$ cat src/rtl/muldiv_sequencer.sv
// Multi-cycle RV32M/RV64M multiply/divide sequencer: radix-2 shift-add multiply and
// restoring divide on operand magnitudes, with sign fix-up and a registered result.
module muldiv_sequencer #(
    parameter int XLEN  = 32,
    parameter int CNT_W = $clog2(XLEN) + 1
) (
    input  logic            i_clk,
    input  logic            i_rst_n,
    input  logic            i_in_valid,
    output logic            o_in_ready,
    input  logic [2:0]      i_funct3,
    input  logic [XLEN-1:0] i_op_a,
    input  logic [XLEN-1:0] i_op_b,
    input  logic            i_flush,
    output logic            o_out_valid,
    input  logic            i_out_ready,
    output logic [XLEN-1:0] o_result,
    output logic            o_busy
);

    typedef enum logic [1:0] {
        S_IDLE = 2'd0,
        S_CALC = 2'd1,
        S_FIX  = 2'd2,
        S_DONE = 2'd3
    } state_e;

    localparam logic [XLEN-1:0]   ZERO_W   = {XLEN{1'b0}};
    localparam logic [XLEN-1:0]   ONE_W    = {{(XLEN-1){1'b0}}, 1'b1};
    localparam logic [XLEN-1:0]   ONES_W   = {XLEN{1'b1}};
    localparam logic [XLEN-1:0]   MIN_W    = {1'b1, {(XLEN-1){1'b0}}};
    localparam logic [2*XLEN-1:0] ONE_2W   = {{(2*XLEN-1){1'b0}}, 1'b1};
    localparam logic [CNT_W-1:0]  CNT_LOAD = CNT_W'(XLEN);
    localparam logic [CNT_W-1:0]  CNT_ONE  = {{(CNT_W-1){1'b0}}, 1'b1};

    function automatic logic [XLEN-1:0] neg_w(input logic [XLEN-1:0] v);
        return ~v + ONE_W;
    endfunction

    function automatic logic [2*XLEN-1:0] neg_2w(input logic [2*XLEN-1:0] v);
        return ~v + ONE_2W;
    endfunction

    state_e              state_q, state_d;
    logic [CNT_W-1:0]    cnt_q, cnt_d;
    logic [2:0]          funct3_q, funct3_d;
    logic [2*XLEN-1:0]   acc_q, acc_d;
    logic [XLEN-1:0]     op_b_q, op_b_d;
    logic                sign_a_q, sign_a_d;
    logic                sign_b_q, sign_b_d;
    logic [XLEN-1:0]     result_q, result_d;

    logic                a_signed_s, b_signed_s;
    logic                in_sign_a_s, in_sign_b_s;
    logic [XLEN-1:0]     mag_a_s, mag_b_s;
    logic                div_zero_s, div_ovf_s;
    logic [XLEN:0]       mul_add_s;
    logic [2*XLEN-1:0]   mul_next_s;
    logic [XLEN:0]       rem_sh_s, div_diff_s;
    logic                q_bit_s;
    logic [2*XLEN-1:0]   div_next_s;
    logic [2*XLEN-1:0]   prod_s;
    logic [XLEN-1:0]     quo_s, rem_s, fix_result_s;

    // Operand signedness, magnitudes and divide special cases at the accept point
    always_comb begin
        a_signed_s = 1'b0;
        b_signed_s = 1'b0;
        case (i_funct3)
            3'd0, 3'd1, 3'd4, 3'd6: begin
                a_signed_s = 1'b1;
                b_signed_s = 1'b1;
            end
            3'd2: begin
                a_signed_s = 1'b1;
                b_signed_s = 1'b0;
            end
            default: begin
                a_signed_s = 1'b0;
                b_signed_s = 1'b0;
            end
        endcase
        in_sign_a_s = a_signed_s & i_op_a[XLEN-1];
        in_sign_b_s = b_signed_s & i_op_b[XLEN-1];
        mag_a_s     = in_sign_a_s ? neg_w(i_op_a) : i_op_a;
        mag_b_s     = in_sign_b_s ? neg_w(i_op_b) : i_op_b;
        div_zero_s  = i_funct3[2] && (i_op_b == ZERO_W);
        div_ovf_s   = i_funct3[2] && !i_funct3[0] && (i_op_a == MIN_W) && (i_op_b == ONES_W);
    end

    // One iteration step: acc holds {partial product, multiplier} or {remainder, dividend/quotient}
    always_comb begin
        mul_add_s  = {1'b0, acc_q[2*XLEN-1:XLEN]} + (acc_q[0] ? {1'b0, op_b_q} : {(XLEN+1){1'b0}});
        mul_next_s = {mul_add_s, acc_q[XLEN-1:1]};
        rem_sh_s   = {acc_q[2*XLEN-1:XLEN], acc_q[XLEN-1]};
        div_diff_s = rem_sh_s - {1'b0, op_b_q};
        q_bit_s    = ~div_diff_s[XLEN];
        div_next_s = {(q_bit_s ? div_diff_s[XLEN-1:0] : rem_sh_s[XLEN-1:0]),
                      acc_q[XLEN-2:0], q_bit_s};
    end

    // Sign fix-up and output selection applied in FIX
    always_comb begin
        prod_s = (sign_a_q ^ sign_b_q) ? neg_2w(acc_q) : acc_q;
        quo_s  = (sign_a_q ^ sign_b_q) ? neg_w(acc_q[XLEN-1:0]) : acc_q[XLEN-1:0];
        rem_s  = sign_a_q ? neg_w(acc_q[2*XLEN-1:XLEN]) : acc_q[2*XLEN-1:XLEN];
        case (funct3_q)
            3'd0:             fix_result_s = prod_s[XLEN-1:0];
            3'd1, 3'd2, 3'd3: fix_result_s = prod_s[2*XLEN-1:XLEN];
            3'd4, 3'd5:       fix_result_s = quo_s;
            3'd6, 3'd7:       fix_result_s = rem_s;
            default:          fix_result_s = ZERO_W;
        endcase
    end

    // Next-state and register update logic; flush overrides every state
    always_comb begin
        state_d  = state_q;
        cnt_d    = cnt_q;
        funct3_d = funct3_q;
        acc_d    = acc_q;
        op_b_d   = op_b_q;
        sign_a_d = sign_a_q;
        sign_b_d = sign_b_q;
        result_d = result_q;
        if (i_flush) begin
            state_d = S_IDLE;
        end else begin
            case (state_q)
                S_IDLE: begin
                    if (i_in_valid) begin
                        funct3_d = i_funct3;
                        cnt_d    = CNT_LOAD;
                        if (div_zero_s) begin
                            // Special results are preloaded raw: {remainder, quotient}
                            acc_d    = {i_op_a, ONES_W};
                            op_b_d   = i_op_b;
                            sign_a_d = 1'b0;
                            sign_b_d = 1'b0;
                            state_d  = S_FIX;
                        end else if (div_ovf_s) begin
                            acc_d    = {ZERO_W, MIN_W};
                            op_b_d   = i_op_b;
                            sign_a_d = 1'b0;
                            sign_b_d = 1'b0;
                            state_d  = S_FIX;
                        end else begin
                            acc_d    = {ZERO_W, mag_a_s};
                            op_b_d   = mag_b_s;
                            sign_a_d = in_sign_a_s;
                            sign_b_d = in_sign_b_s;
                            state_d  = S_CALC;
                        end
                    end else begin
                        state_d = S_IDLE;
                    end
                end
                S_CALC: begin
                    acc_d = funct3_q[2] ? div_next_s : mul_next_s;
                    cnt_d = cnt_q - CNT_ONE;
                    if (cnt_q == CNT_ONE) begin
                        state_d = S_FIX;
                    end else begin
                        state_d = S_CALC;
                    end
                end
                S_FIX: begin
                    result_d = fix_result_s;
                    state_d  = S_DONE;
                end
                S_DONE: begin
                    if (i_out_ready) begin
                        state_d = S_IDLE;
                    end else begin
                        state_d = S_DONE;
                    end
                end
                default: begin
                    state_d = S_IDLE;
                end
            endcase
        end
    end

    // State and datapath registers
    always_ff @(posedge i_clk or negedge i_rst_n) begin
        if (!i_rst_n) begin
            state_q  <= S_IDLE;
            cnt_q    <= {CNT_W{1'b0}};
            funct3_q <= 3'd0;
            acc_q    <= {(2*XLEN){1'b0}};
            op_b_q   <= ZERO_W;
            sign_a_q <= 1'b0;
            sign_b_q <= 1'b0;
            result_q <= ZERO_W;
        end else begin
            state_q  <= state_d;
            cnt_q    <= cnt_d;
            funct3_q <= funct3_d;
            acc_q    <= acc_d;
            op_b_q   <= op_b_d;
            sign_a_q <= sign_a_d;
            sign_b_q <= sign_b_d;
            result_q <= result_d;
        end
    end

    assign o_in_ready  = (state_q == S_IDLE);
    assign o_busy      = (state_q != S_IDLE);
    assign o_out_valid = (state_q == S_DONE);
    assign o_result    = result_q;

endmodule

$ cat config.mk
export PLATFORM = sky130hd
export DESIGN_NAME = muldiv_sequencer
export DESIGN_NICKNAME = d
export VERILOG_FILES = /design/src/rtl/muldiv_sequencer.sv
export SDC_FILE = /design/constraint.sdc
export NUM_CORES = 1
export LEC_CHECK = 0
export BUFFER_PORTS_ARGS = -buffer_cell sky130_fd_sc_hd__buf_2
export CAP_MARGIN = 25
export CORE_ASPECT_RATIO = 1.1
export CORE_MARGIN = 2
export CORE_UTILIZATION = 45
export CTS_CLUSTER_SIZE = 12
export DETAILED_ROUTE_END_ITERATION = 12
export HOLD_SLACK_MARGIN = 0.03
export SLEW_MARGIN = 30
export SYNTH_ARGS = -nofsm -noshare
export SYNTH_HDL_FRONTEND = slang
export SYNTH_SLANG_ARGS = --single-unit
export TNS_END_PERCENT = 1
$ cat constraint.sdc
create_clock -name i_clk -period 6 [get_ports i_clk]
set_input_delay 0 -clock i_clk [delete_from_list [all_inputs] [get_ports i_clk]]
set_output_delay 0 -clock i_clk [all_outputs]
set_load 0.1 [all_outputs]
### After elaboration in Yosys (flattened, before gate mapping)

Index checks and enable logic that the tools add are counted.

| operators by class | value |
|---|---|
| $add $sub $neg | 8 |
| equal/unequal tests | 18 |
| multiplexer cells | 30 |
| bitwise operators | 10 |
| reductions and logical operators | 19 |

Operator list:

| cell | count |
|---|---|
| 32-bit two-way mux | 9 |
| 64-bit two-way mux | 4 |
| 32-bit by 1-bit adder with 32-bit output, second input constant | 4 |
| 32-bit inverter | 4 |
| 32-bit one-hot mux with 4 select lines | 1 |
| 64-bit one-hot mux with 2 select lines | 1 |
| 64-bit by 1-bit adder with 64-bit output, second input constant | 1 |
| 32-bit equality test, second input constant | 2 |
| 64-bit inverter | 1 |
| 32-bit by 32-bit adder with 33-bit output | 1 |
| 33-bit by 32-bit subtractor with 33-bit output | 1 |
| 32-bit logical NOT | 1 |
| 3-bit equality test, second input constant | 6 |
| 2-bit two-way mux | 6 |
| 6-bit one-hot mux with 2 select lines | 1 |
| 3-bit by 2-bit equality test with 1-bit output, second input constant | 3 |
| 2-bit one-hot mux with 4 select lines | 1 |
| 3-bit by 1-bit equality test with 1-bit output, second input constant | 2 |
| 6-bit by 1-bit equality test with 1-bit output, second input constant | 1 |
| 3-bit logical NOT | 2 |
| 1-bit two-way mux | 6 |
| 6-bit two-way mux | 1 |
| 3-bit AND reduction | 2 |
| 6-bit by 1-bit subtractor with 6-bit output, second input constant | 1 |
| other kinds (15) | 23 |

| storage, ports and cells | value |
|---|---|
| register bits after elaboration | 141 |
| input bits | 72 |
| output and inout port bits | 35 |
| word-level logic and storage cells | 93 |

### Depth between registers and ports, before layout

Gate-level depths: netlist (run 1).

| depth | value |
|---|---|
| depth after elaboration | 9 |
| depth in mapped cells | 17 |
| mapped depth without buffers | 12 |

### Worst setup path after synthesis (run 1)

OpenSTA, ideal clock, no wires.

| timing path | value |
|---|---|
| path type | reg-to-reg |
| start point | register acc_q[0] |
| end point | register acc_q[59] |
| setup time | 0.126 ns |
| data arrival time | 3.356 ns |
| data required time | 5.874 ns |
| setup slack | 2.518 ns |
| stages on the path, launching flop included | 14 |
| buffers on the path | 1 |
| period minus slack after synthesis | 3.482 ns |
| path through | dfrtp_1 -> inv_1 -> clkbuf_1 -> nor2_1 -> ha_1 -> a21o_1 -> a221oi_1 -> o221ai_1 -> a21o_1 -> a21oi_1 -> o21ai_0 -> a221oi_1 -> xnor2_1 -> a311o_1 |

| on the way | value |
|---|---|
| word-level cells in the longest chain between the ends | 4 |

RTL lines:

| item | line | RTL |
|---|---|---|
| start: declaration | 47 | `logic [2*XLEN-1:0] acc_q, acc_d;` |
| start signal: assignment | 191 | `acc_q <= {(2*XLEN){1'b0}};` |
| 32-bit two-way mux | 93 | `mul_add_s = {1'b0, acc_q[2*XLEN-1:XLEN]} + (acc_q[0] ? {1'b0, op_b_q} : {(XLEN+1){1'b0}});` |
| 32-bit by 32-bit adder with 33-bit output | 93 |  |
| 64-bit two-way mux | 159 | `acc_d = funct3_q[2] ? div_next_s : mul_next_s;` |
| 64-bit one-hot mux with 2 select lines | 129 | `case (state_q)` |

No other way between the ends.
A chain may end at the register's enable or synchronous reset.

### Worst setup path in the final report (run 1)

| timing path | value |
|---|---|
| start point | register acc_q[32] |
| end point | register acc_q[58] |

| on the way | value |
|---|---|
| word-level cells in the longest chain between the ends | 4 |
| elaborated cells on any way between the ends | 5 |
| those cells by class | 2 x add/sub; 3 x mux |

RTL lines:

| item | line | RTL |
|---|---|---|
| 33-bit by 32-bit subtractor with 33-bit output | 96 | `div_diff_s = rem_sh_s - {1'b0, op_b_q};` |
| 32-bit two-way mux | 98 | `div_next_s = {(q_bit_s ? div_diff_s[XLEN-1:0] : rem_sh_s[XLEN-1:0]),` |
| 64-bit two-way mux (*) | 159 |  |
| 64-bit one-hot mux with 2 select lines (*) | 129 |  |

Mark *: on every way between the ends. The rest lies on a longest branch, timed or not.

==> impl_metrics.prom, run 1 <==
# TYPE chip_impl_metric gauge
chip_impl_metric{name="report.final.slew_viol_count",unit=""} 0
chip_impl_metric{name="final.fill_count",unit=""} 3143
chip_impl_metric{name="ant_nets",unit=""} 0
chip_impl_metric{name="postSynthAreaPerCell",unit="µm²"} 7.39
chip_impl_metric{name="cts_inserted_buffers",unit=""} 17
chip_impl_metric{name="fin_tns_setup",unit="ns"} 0
chip_impl_metric{name="whs",unit="ns"} 0.0422
chip_impl_metric{name="synth.distinct_cells",unit=""} 75
chip_impl_metric{name="ctsResizeCount",unit=""} 0
chip_impl_metric{name="worst_ep_required_time",unit="ns"} 6.38
chip_impl_metric{name="finalSetupViolCount",unit=""} 0
chip_impl_metric{name="power.leakage",unit="nW"} 6.87
chip_impl_metric{name="cts_buffer_depth",unit=""} 2
chip_impl_info{name="primary_ff_master_synth",value="sky130_fd_sc_hd__dfrtp_1"} 1
chip_impl_metric{name="stdcell_count",unit=""} 2447
chip_impl_metric{name="portBuffers",unit=""} 106
chip_impl_metric{name="power_report.internal_total",unit="mW"} 4.19
chip_impl_metric{name="core",unit="µm²"} 31500
chip_impl_metric{name="detail_route.iter0.violations",unit=""} 1578
chip_impl_metric{name="dp.final_hpwl",unit="µm"} 43900
chip_impl_metric{name="final_area",unit="µm²"} 16300
chip_impl_info{name="yosysMostFrequentCell",value="sky130_fd_sc_hd__nand2_1"} 1
chip_impl_metric{name="pwr_density_cell",unit="nW/µm²"} 595
chip_impl_metric{name="groute.usage.overall",unit=""} 0.343
chip_impl_metric{name="finalWorstSetupSlack",unit="ns"} 1.67
chip_impl_metric{name="synth-edff-count",unit=""} 0
chip_impl_metric{name="first_pass_iters",unit=""} 6
chip_impl_metric{name="initial_antenna_violation_count",unit=""} 1
chip_impl_info{name="worstHoldStart",value="i_op_a[0]"} 1
chip_impl_metric{name="h-tree-depth",unit=""} 4
chip_impl_metric{name="number_of_primary_i_o_pins",unit=""} 107
chip_impl_metric{name="postSynthCellCount",unit=""} 1955
chip_impl_info{name="hold_end",value="acc_q[32]"} 1
chip_impl_info{name="synth.cells.most_frequent",value="sky130_fd_sc_hd__nand2_1, sky130_fd_sc_hd__a21oi_1, sky130_fd_sc_hd__nor2_1, sky130_fd_sc_hd__o21ai_0, sky130_fd_sc_hd__dfrtp_1"} 1
chip_impl_metric{name="final_hold_viol_count",unit=""} 0
chip_impl_metric{name="power_frac_clock",unit=""} 0.123
chip_impl_metric{name="synthesis.nets",unit=""} 2100
chip_impl_metric{name="finalCritPeriodShare",unit=""} 0.721
chip_impl_metric{name="seq_power_share",unit=""} 0.207
chip_impl_metric{name="synth-async-reset-ratio",unit=""} 1.00
chip_impl_metric{name="worst_voltage_drop_across_the_vdd_grid",unit="V"} 0.000246
chip_impl_metric{name="clk_pin_slew",unit="ns"} 0.07
chip_impl_metric{name="worstPathMaxFanout",unit=""} 21
chip_impl_metric{name="worst-slew-pin-transition",unit="ns"} 1.04
chip_impl_metric{name="initial_core_util",unit=""} 0.459
chip_impl_metric{name="final_core_utilization",unit=""} 0.518
chip_impl_metric{name="die_area",unit="µm²"} 33600
chip_impl_info{name="status",value="finished, final reports clean"} 1
chip_impl_metric{name="grt.overflow.total",unit=""} 0
chip_impl_info{name="clock_tree.root_cell",value="sky130_fd_sc_hd__clkbuf_16"} 1
chip_impl_metric{name="height_of_the_die",unit="µm"} 192
chip_impl_info{name="cell_taking_the_most_area_after_synthesis",value="sky130_fd_sc_hd__dfrtp_1"} 1
chip_impl_info{name="grt_setup_unrepaired",value="no"} 1
chip_impl_info{name="cp-end-kind",value="flop"} 1
chip_impl_metric{name="nets",unit=""} 2159
chip_impl_metric{name="worst-r2r-setup-slack",unit="ns"} 1.67
chip_impl_metric{name="placed_cells_incl_taps",unit=""} 2366
chip_impl_metric{name="clkSinkCount",unit=""} 141
chip_impl_metric{name="synth.yosys.warnings",unit=""} 0
chip_impl_metric{name="insertedDiodeCount",unit=""} 0
chip_impl_metric{name="finalWeightedCongestion",unit=""} 0.954
chip_impl_metric{name="num_vias",unit=""} 15323
chip_impl_metric{name="max_freq",unit="MHz"} 231
chip_impl_metric{name="synth_sequential_area_ratio",unit=""} 0.244
chip_impl_metric{name="post_route_cells_drive_above_1_share",unit=""} 0.0997
chip_impl_metric{name="areaGrowthSynthToFinish",unit="%"} 12.9
chip_impl_metric{name="dp_worst_setup_slack",unit="ns"} 1.80
chip_impl_metric{name="swShare",unit=""} 0.569
chip_impl_metric{name="post-route-drc-count",unit=""} 0
chip_impl_metric{name="vias_per_cell",unit=""} 6.26
chip_impl_metric{name="power.net_switching",unit="mW"} 5.53
chip_impl_metric{name="maximum_number_of_pins_on_one_net_before_global_route_repair",unit=""} 89
chip_impl_info{name="endpoint_of_the_worst_slack_reg_to_reg_timing_path",value="acc_q[58]"} 1
chip_impl_metric{name="postCtsSetupRepairBufs",unit=""} 0
chip_impl_metric{name="grt_pass1_vias",unit=""} 14548
chip_impl_metric{name="route.detailed.wl_per_inst",unit="µm"} 23.3
chip_impl_info{name="synthTopCellsByArea",value="sky130_fd_sc_hd__dfrtp_1, sky130_fd_sc_hd__nand2_1, sky130_fd_sc_hd__xnor2_1"} 1
chip_impl_info{name="start_kind",value="flop"} 1
chip_impl_info{name="critical_path_class",value="flop to flop"} 1
chip_impl_info{name="holdCritPathClass",value="primary input to flop"} 1
chip_impl_metric{name="post-route-min-period",unit="ns"} 4.33
chip_impl_metric{name="synth.ff_latch_count",unit=""} 141
chip_impl_metric{name="synth.top_cell.area_share",unit=""} 0.244
chip_impl_metric{name="placed_cell_area",unit="µm²"} 15200
chip_impl_metric{name="cell_count_of_the_worst_reg_to_reg_path",unit=""} 11
chip_impl_metric{name="worst_path_arrival_time",unit="ns"} 4.71
chip_impl_metric{name="finClkSkew",unit="ns"} 0.00974
chip_impl_metric{name="fp.dieW",unit="µm"} 175
chip_impl_info{name="regToRegStartpoint",value="acc_q[32]"} 1
chip_impl_metric{name="drv_cap",unit=""} 0
chip_impl_metric{name="holdPathStages",unit=""} 3
chip_impl_metric{name="multi_input_area",unit="µm²"} 10200
chip_impl_metric{name="routed_wirelength",unit="µm"} 57000
chip_impl_metric{name="first_pass_grt_wire_length",unit="µm"} 87700
chip_impl_metric{name="std_cell_rows",unit=""} 68
chip_impl_info{name="cts_tree",value="done"} 1
chip_impl_metric{name="maxSlewHeadroom",unit=""} 0.300
chip_impl_metric{name="syn_area",unit="µm²"} 14500
chip_impl_metric{name="clkLatencyLatePin",unit="ns"} 0.45
chip_impl_metric{name="post-layout-total-power",unit="mW"} 9.71
chip_impl_metric{name="seqCellArea",unit="µm²"} 3530
chip_impl_metric{name="power_frac_comb",unit=""} 0.671
[worst max path at each step]
| stage | start | to | slack, ns | depth (start not counted) |
|---|---|---|---|---|
| after detailed placement | acc_q[32] | acc_q[58] | 1.80 | 11 |
| after CTS | acc_q[32] | acc_q[58] | 1.78 | 11 |
| after floorplan | acc_q[0] | acc_q[59] | 2.52 | 13 |
| after global routing | acc_q[32] | acc_q[58] | 1.31 | 11 |
| final | acc_q[32] | acc_q[58] | 1.67 | 11 |
| after global placement | acc_q[32] | acc_q[58] | 1.86 | 11 |
[registers in the layout, indices dropped and copies added, names as in the netlist]
signal / cells
cnt_q: 6
op_b_q: 32
state_q: 2
o_result: 32
funct3_q: 3
sign_b_q: 1
acc_q: 64
sign_a_q: 1
[cells in the final DEF (no fill, tap or decap), types with 38 or more instances in the layout]
cell type / count
sky130_fd_sc_hd__nor2_1: 169
sky130_fd_sc_hd__inv_1: 68
sky130_fd_sc_hd__o21ai_0: 159
sky130_fd_sc_hd__ha_1: 71
sky130_fd_sc_hd__nand2_1: 256
sky130_fd_sc_hd__xnor2_1: 104
sky130_fd_sc_hd__nor3_1: 49
sky130_fd_sc_hd__xor2_1: 84
sky130_fd_sc_hd__a21o_1: 38
sky130_fd_sc_hd__dlygate4sd3_1: 49
sky130_fd_sc_hd__dfrtp_1: 140
sky130_fd_sc_hd__buf_2: 105
sky130_fd_sc_hd__a21oi_1: 174
sky130_fd_sc_hd__a31oi_1: 44
[worst max-delay path, cell delays in order, from the launching register on]
cell	delay, ns
sky130_fd_sc_hd__dfrtp_1	0.62
sky130_fd_sc_hd__inv_1	0.17
sky130_fd_sc_hd__fa_1	0.46
sky130_fd_sc_hd__nand2b_1	0.22
sky130_fd_sc_hd__a21oi_1	0.27
sky130_fd_sc_hd__o21bai_1	0.20
sky130_fd_sc_hd__a21oi_1	0.18
sky130_fd_sc_hd__a21o_1	0.36
sky130_fd_sc_hd__a311o_1	0.45
sky130_fd_sc_hd__nand2_1	0.57
sky130_fd_sc_hd__a2111oi_0	0.56
sky130_fd_sc_hd__a211o_1	0.19
[area by class of cell]
cell class / count / area share
sequential: 141 / 0.216
timing repair buffer: 175 / 0.0722
clock inverter: 14 / 0.0125
tap: 420 / 0.0322
clock buffer: 18 / 0.0263
multi-input combinational: 1610 / 0.625
inverter: 69 / 0.0159
[layer usage]
metal	up-vias	routed length, µm	GRT usage
li1	7226	-	-
met1	7311	23600	0.436
met2	649	26000	0.556
met4	2	3870	0.214
met5	-	18	0
met3	135	3530	0.0412
[logic make-up (layout without fill, tap and decap cells)]
| group | Yosys count | after routing | share of synthesized area |
|---|---|---|---|
| AO/OA/AOI/OAI | 630 | 630 | 0.277 |
| XOR/XNOR | 190 | 190 | 0.115 |
| adder cells (fa/ha/maj) | 73 | 73 | 0.0642 |
| buffers and inverters | 204 | 276 | 0.0536 |
| flip-flops | 141 | 141 | 0.244 |
| multiplexers | 37 | 37 | 0.0261 |
| AND/OR/NAND/NOR | 680 | 680 | 0.220 |
[power by group through the flow]
stage                     clock network, mW  logic (mW)  registers, mW
after floorplan                           0        4.18           2.35
after global placement                    0        6.37           1.98
after detailed placement                  0        6.36           2.00
after CTS                              1.20        6.41           1.98
after global routing                   1.24        7.03           2.06
final                                  1.19        6.51           2.01
[repair_timing]
action | 4_1_cts | 5_1_grt
hold buffers | 49 | 0
hold endpoints to repair | 130 | 0
setup endpoints to repair | 0 | 0
(Power assumes the default switching activity.)
==> inputs of run 2 (changes only) <==
- clock period: 6 -> 3.6 ns (I/O delays scaled with it)
==> impl_metrics.prom, run 2 (synthesis results as in run 1) <==
# TYPE chip_impl_metric gauge
chip_impl_metric{name="maximum_number_of_pins_on_one_net_before_global_route_repair",unit=""} 98
chip_impl_metric{name="initial_antenna_violation_count",unit=""} 0
chip_impl_metric{name="finalWeightedCongestion",unit=""} 1.01
chip_impl_metric{name="finalSetupViolCount",unit=""} 0
chip_impl_metric{name="finClkSkew",unit="ns"} 0.0140
chip_impl_metric{name="die_area",unit="µm²"} 33600
chip_impl_metric{name="number_of_primary_i_o_pins",unit=""} 107
chip_impl_metric{name="worst-slew-pin-transition",unit="ns"} 0.884
chip_impl_info{name="registers.top_by_ff_count",value="acc_q"} 1
chip_impl_metric{name="post-layout-total-power",unit="mW"} 16.8
chip_impl_info{name="clock_tree.root_cell",value="sky130_fd_sc_hd__clkbuf_16"} 1
chip_impl_metric{name="worst_path_arrival_time",unit="ns"} 3.79
chip_impl_metric{name="portBuffers",unit=""} 106
chip_impl_metric{name="finalWorstSetupSlack",unit="ns"} 0.144
chip_impl_metric{name="worst_ep_required_time",unit="ns"} 3.93
chip_impl_metric{name="worstPathMaxFanout",unit=""} 4
chip_impl_metric{name="clkSinkCount",unit=""} 141
chip_impl_metric{name="first_pass_grt_wire_length",unit="µm"} 91500
chip_impl_metric{name="final_hold_viol_count",unit=""} 0
chip_impl_metric{name="dp.final_hpwl",unit="µm"} 46000
chip_impl_metric{name="final_core_utilization",unit=""} 0.542
chip_impl_info{name="layout_commonest_cell",value="sky130_fd_sc_hd__nand2_1"} 1
chip_impl_metric{name="largest_register_ff_count",unit=""} 64
chip_impl_metric{name="use_met1",unit=""} 0.435
chip_impl_metric{name="global_route.usage.met2",unit=""} 0.591
chip_impl_metric{name="report.final.slew_viol_count",unit=""} 0
chip_impl_metric{name="finalCritPeriodShare",unit=""} 0.960
chip_impl_metric{name="fin_tns_setup",unit="ns"} 0
chip_impl_info{name="grt_setup_unrepaired",value="no"} 1
chip_impl_metric{name="postCtsSetupRepairBufs",unit=""} 0
chip_impl_metric{name="final_area",unit="µm²"} 17100
chip_impl_metric{name="route.detailed.wl_per_inst",unit="µm"} 23.4
chip_impl_info{name="cts_tree",value="done"} 1
chip_impl_metric{name="initial_core_util",unit=""} 0.459
chip_impl_metric{name="groute.usage.overall",unit=""} 0.357
chip_impl_info{name="status",value="finished, final reports clean"} 1
chip_impl_info{name="start_kind",value="flop"} 1
chip_impl_metric{name="placed_cell_area",unit="µm²"} 15900
chip_impl_metric{name="worst_voltage_drop_across_the_vdd_grid",unit="V"} 0.000510
chip_impl_metric{name="cts_buffer_depth",unit=""} 2
chip_impl_info{name="mostFrequentLayoutCells",value="sky130_fd_sc_hd__nand2_1, sky130_fd_sc_hd__nor2_1, sky130_fd_sc_hd__a21oi_1"} 1
chip_impl_info{name="holdCritPathClass",value="primary input to flop"} 1
chip_impl_metric{name="dp_worst_setup_slack",unit="ns"} 0.0699
chip_impl_metric{name="clk_pin_slew",unit="ns"} 0.07
chip_impl_metric{name="max_freq",unit="MHz"} 289
chip_impl_metric{name="h-tree-depth",unit=""} 4
chip_impl_metric{name="clkLatencyLatePin",unit="ns"} 0.46
chip_impl_metric{name="pwr_density_cell",unit="nW/µm²"} 982
chip_impl_metric{name="power.leakage",unit="nW"} 7.33
chip_impl_metric{name="detail_route.iter0.violations",unit=""} 1476
chip_impl_metric{name="drv_cap",unit=""} 0
chip_impl_metric{name="std_cell_rows",unit=""} 68
chip_impl_metric{name="grt.overflow.total",unit=""} 0
chip_impl_metric{name="insertedDiodeCount",unit=""} 0
chip_impl_metric{name="nets",unit=""} 2249
chip_impl_metric{name="core",unit="µm²"} 31500
chip_impl_metric{name="vias_per_cell",unit=""} 6.32
chip_impl_metric{name="post_route_cells_drive_above_1_share",unit=""} 0.145
chip_impl_info{name="global_route.peak_usage_layer",value="met2"} 1
chip_impl_metric{name="cts_inserted_buffers",unit=""} 17
chip_impl_metric{name="first_pass_iters",unit=""} 6
chip_impl_metric{name="routed_wirelength",unit="µm"} 59300
chip_impl_metric{name="maxSlewHeadroom",unit=""} 0.409
chip_impl_metric{name="post-route-min-period",unit="ns"} 3.46
chip_impl_metric{name="ant_nets",unit=""} 0
chip_impl_info{name="critical_path_class",value="flop to flop"} 1
chip_impl_metric{name="post-route-drc-count",unit=""} 0
chip_impl_metric{name="num_vias",unit=""} 16041
chip_impl_metric{name="fp.dieW",unit="µm"} 175
chip_impl_metric{name="areaGrowthSynthToFinish",unit="%"} 18.1
chip_impl_info{name="cp-end-kind",value="flop"} 1
chip_impl_metric{name="grt_use_met3",unit=""} 0.0477
chip_impl_metric{name="height_of_the_die",unit="µm"} 192
chip_impl_metric{name="grt_pass1_vias",unit=""} 15358
-- run 2: cell count changes in the layout (fill, tap and decap cells not counted), moves of 3 or more --
cell                        delta
sky130_fd_sc_hd__bufinv_16     -3
sky130_fd_sc_hd__a21oi_1       -5
sky130_fd_sc_hd__inv_8         +3
sky130_fd_sc_hd__o21ai_0       -5
sky130_fd_sc_hd__a21oi_2       +5
sky130_fd_sc_hd__o21ai_1       +3
sky130_fd_sc_hd__buf_4        +86
-- run 2: worst max-delay path, cell delays in order, from the launching register on --
cell                       delay (ns)
sky130_fd_sc_hd__dfrtp_1         0.37
sky130_fd_sc_hd__and2_1          0.17
sky130_fd_sc_hd__ha_1            0.21
sky130_fd_sc_hd__fa_1            0.41
sky130_fd_sc_hd__a21o_1          0.21
sky130_fd_sc_hd__a221oi_1        0.28
sky130_fd_sc_hd__buf_4           0.19
sky130_fd_sc_hd__o221ai_1        0.11
sky130_fd_sc_hd__a21o_1          0.20
sky130_fd_sc_hd__a21oi_1         0.24
sky130_fd_sc_hd__o21ai_1         0.19
sky130_fd_sc_hd__a221oi_2        0.30
sky130_fd_sc_hd__xnor2_1         0.10
sky130_fd_sc_hd__a311o_1         0.35
-- run 2: per-layer routing --
layer  wire length (µm)  up-vias
met1              23800     7690
met4               4360        0
met2              27300      751
met5                  0        -
met3               3860      190
li1                   -     7410
-- run 2: final timing paths --
kind	startpoint	end	slack (ns)	depth (start not counted)
worst max-delay path	op_b_q[0]	acc_q[59]	0.14	13
worst min-delay path	i_op_a[0]	acc_q[32]	0.05	3
worst max register to register	op_b_q[0]	acc_q[59]	0.14	13
worst min register to register	o_result[19]	o_result[19]	0.47	2
max in group asynchronous	i_rst_n	acc_q[55]	2.51	3
min in group asynchronous	i_rst_n	acc_q[12]	0.17	2
-- run 2: final cells by class --
class	count	area (µm²)
multi-input combinational	1610	10300
clock buffer	17	425
sequential	141	3530
inverter	69	259
tap	420	526
clock inverter	15	150
fill	3164	14400
timing repair buffer	265	1890
-- run 2: per-stage QoR --
stage / std cells / hold WS, ns
6_report: 2537 / 0.0494
5_1_grt: 2537 / 0.0732
4_1_cts: 2537 / 0.0308
3_5_place_dp: 2455 / 0.185
3_3_place_gp: 2455 / 0.182
2_1_floorplan: 1955 / -0.296
-- run 2: power by group --
group,internal [mW],switching [mW],total [mW]
logic,4.18,7.82,12.0
clock network,0.973,0.842,1.81
registers,2.20,0.754,2.95
-- run 2: repair_timing --
item	CTS	global route
endpoints found under the setup margin	0	19
hold buffers	50	0
resized for setup	0	27
hold endpoints to repair	138	0
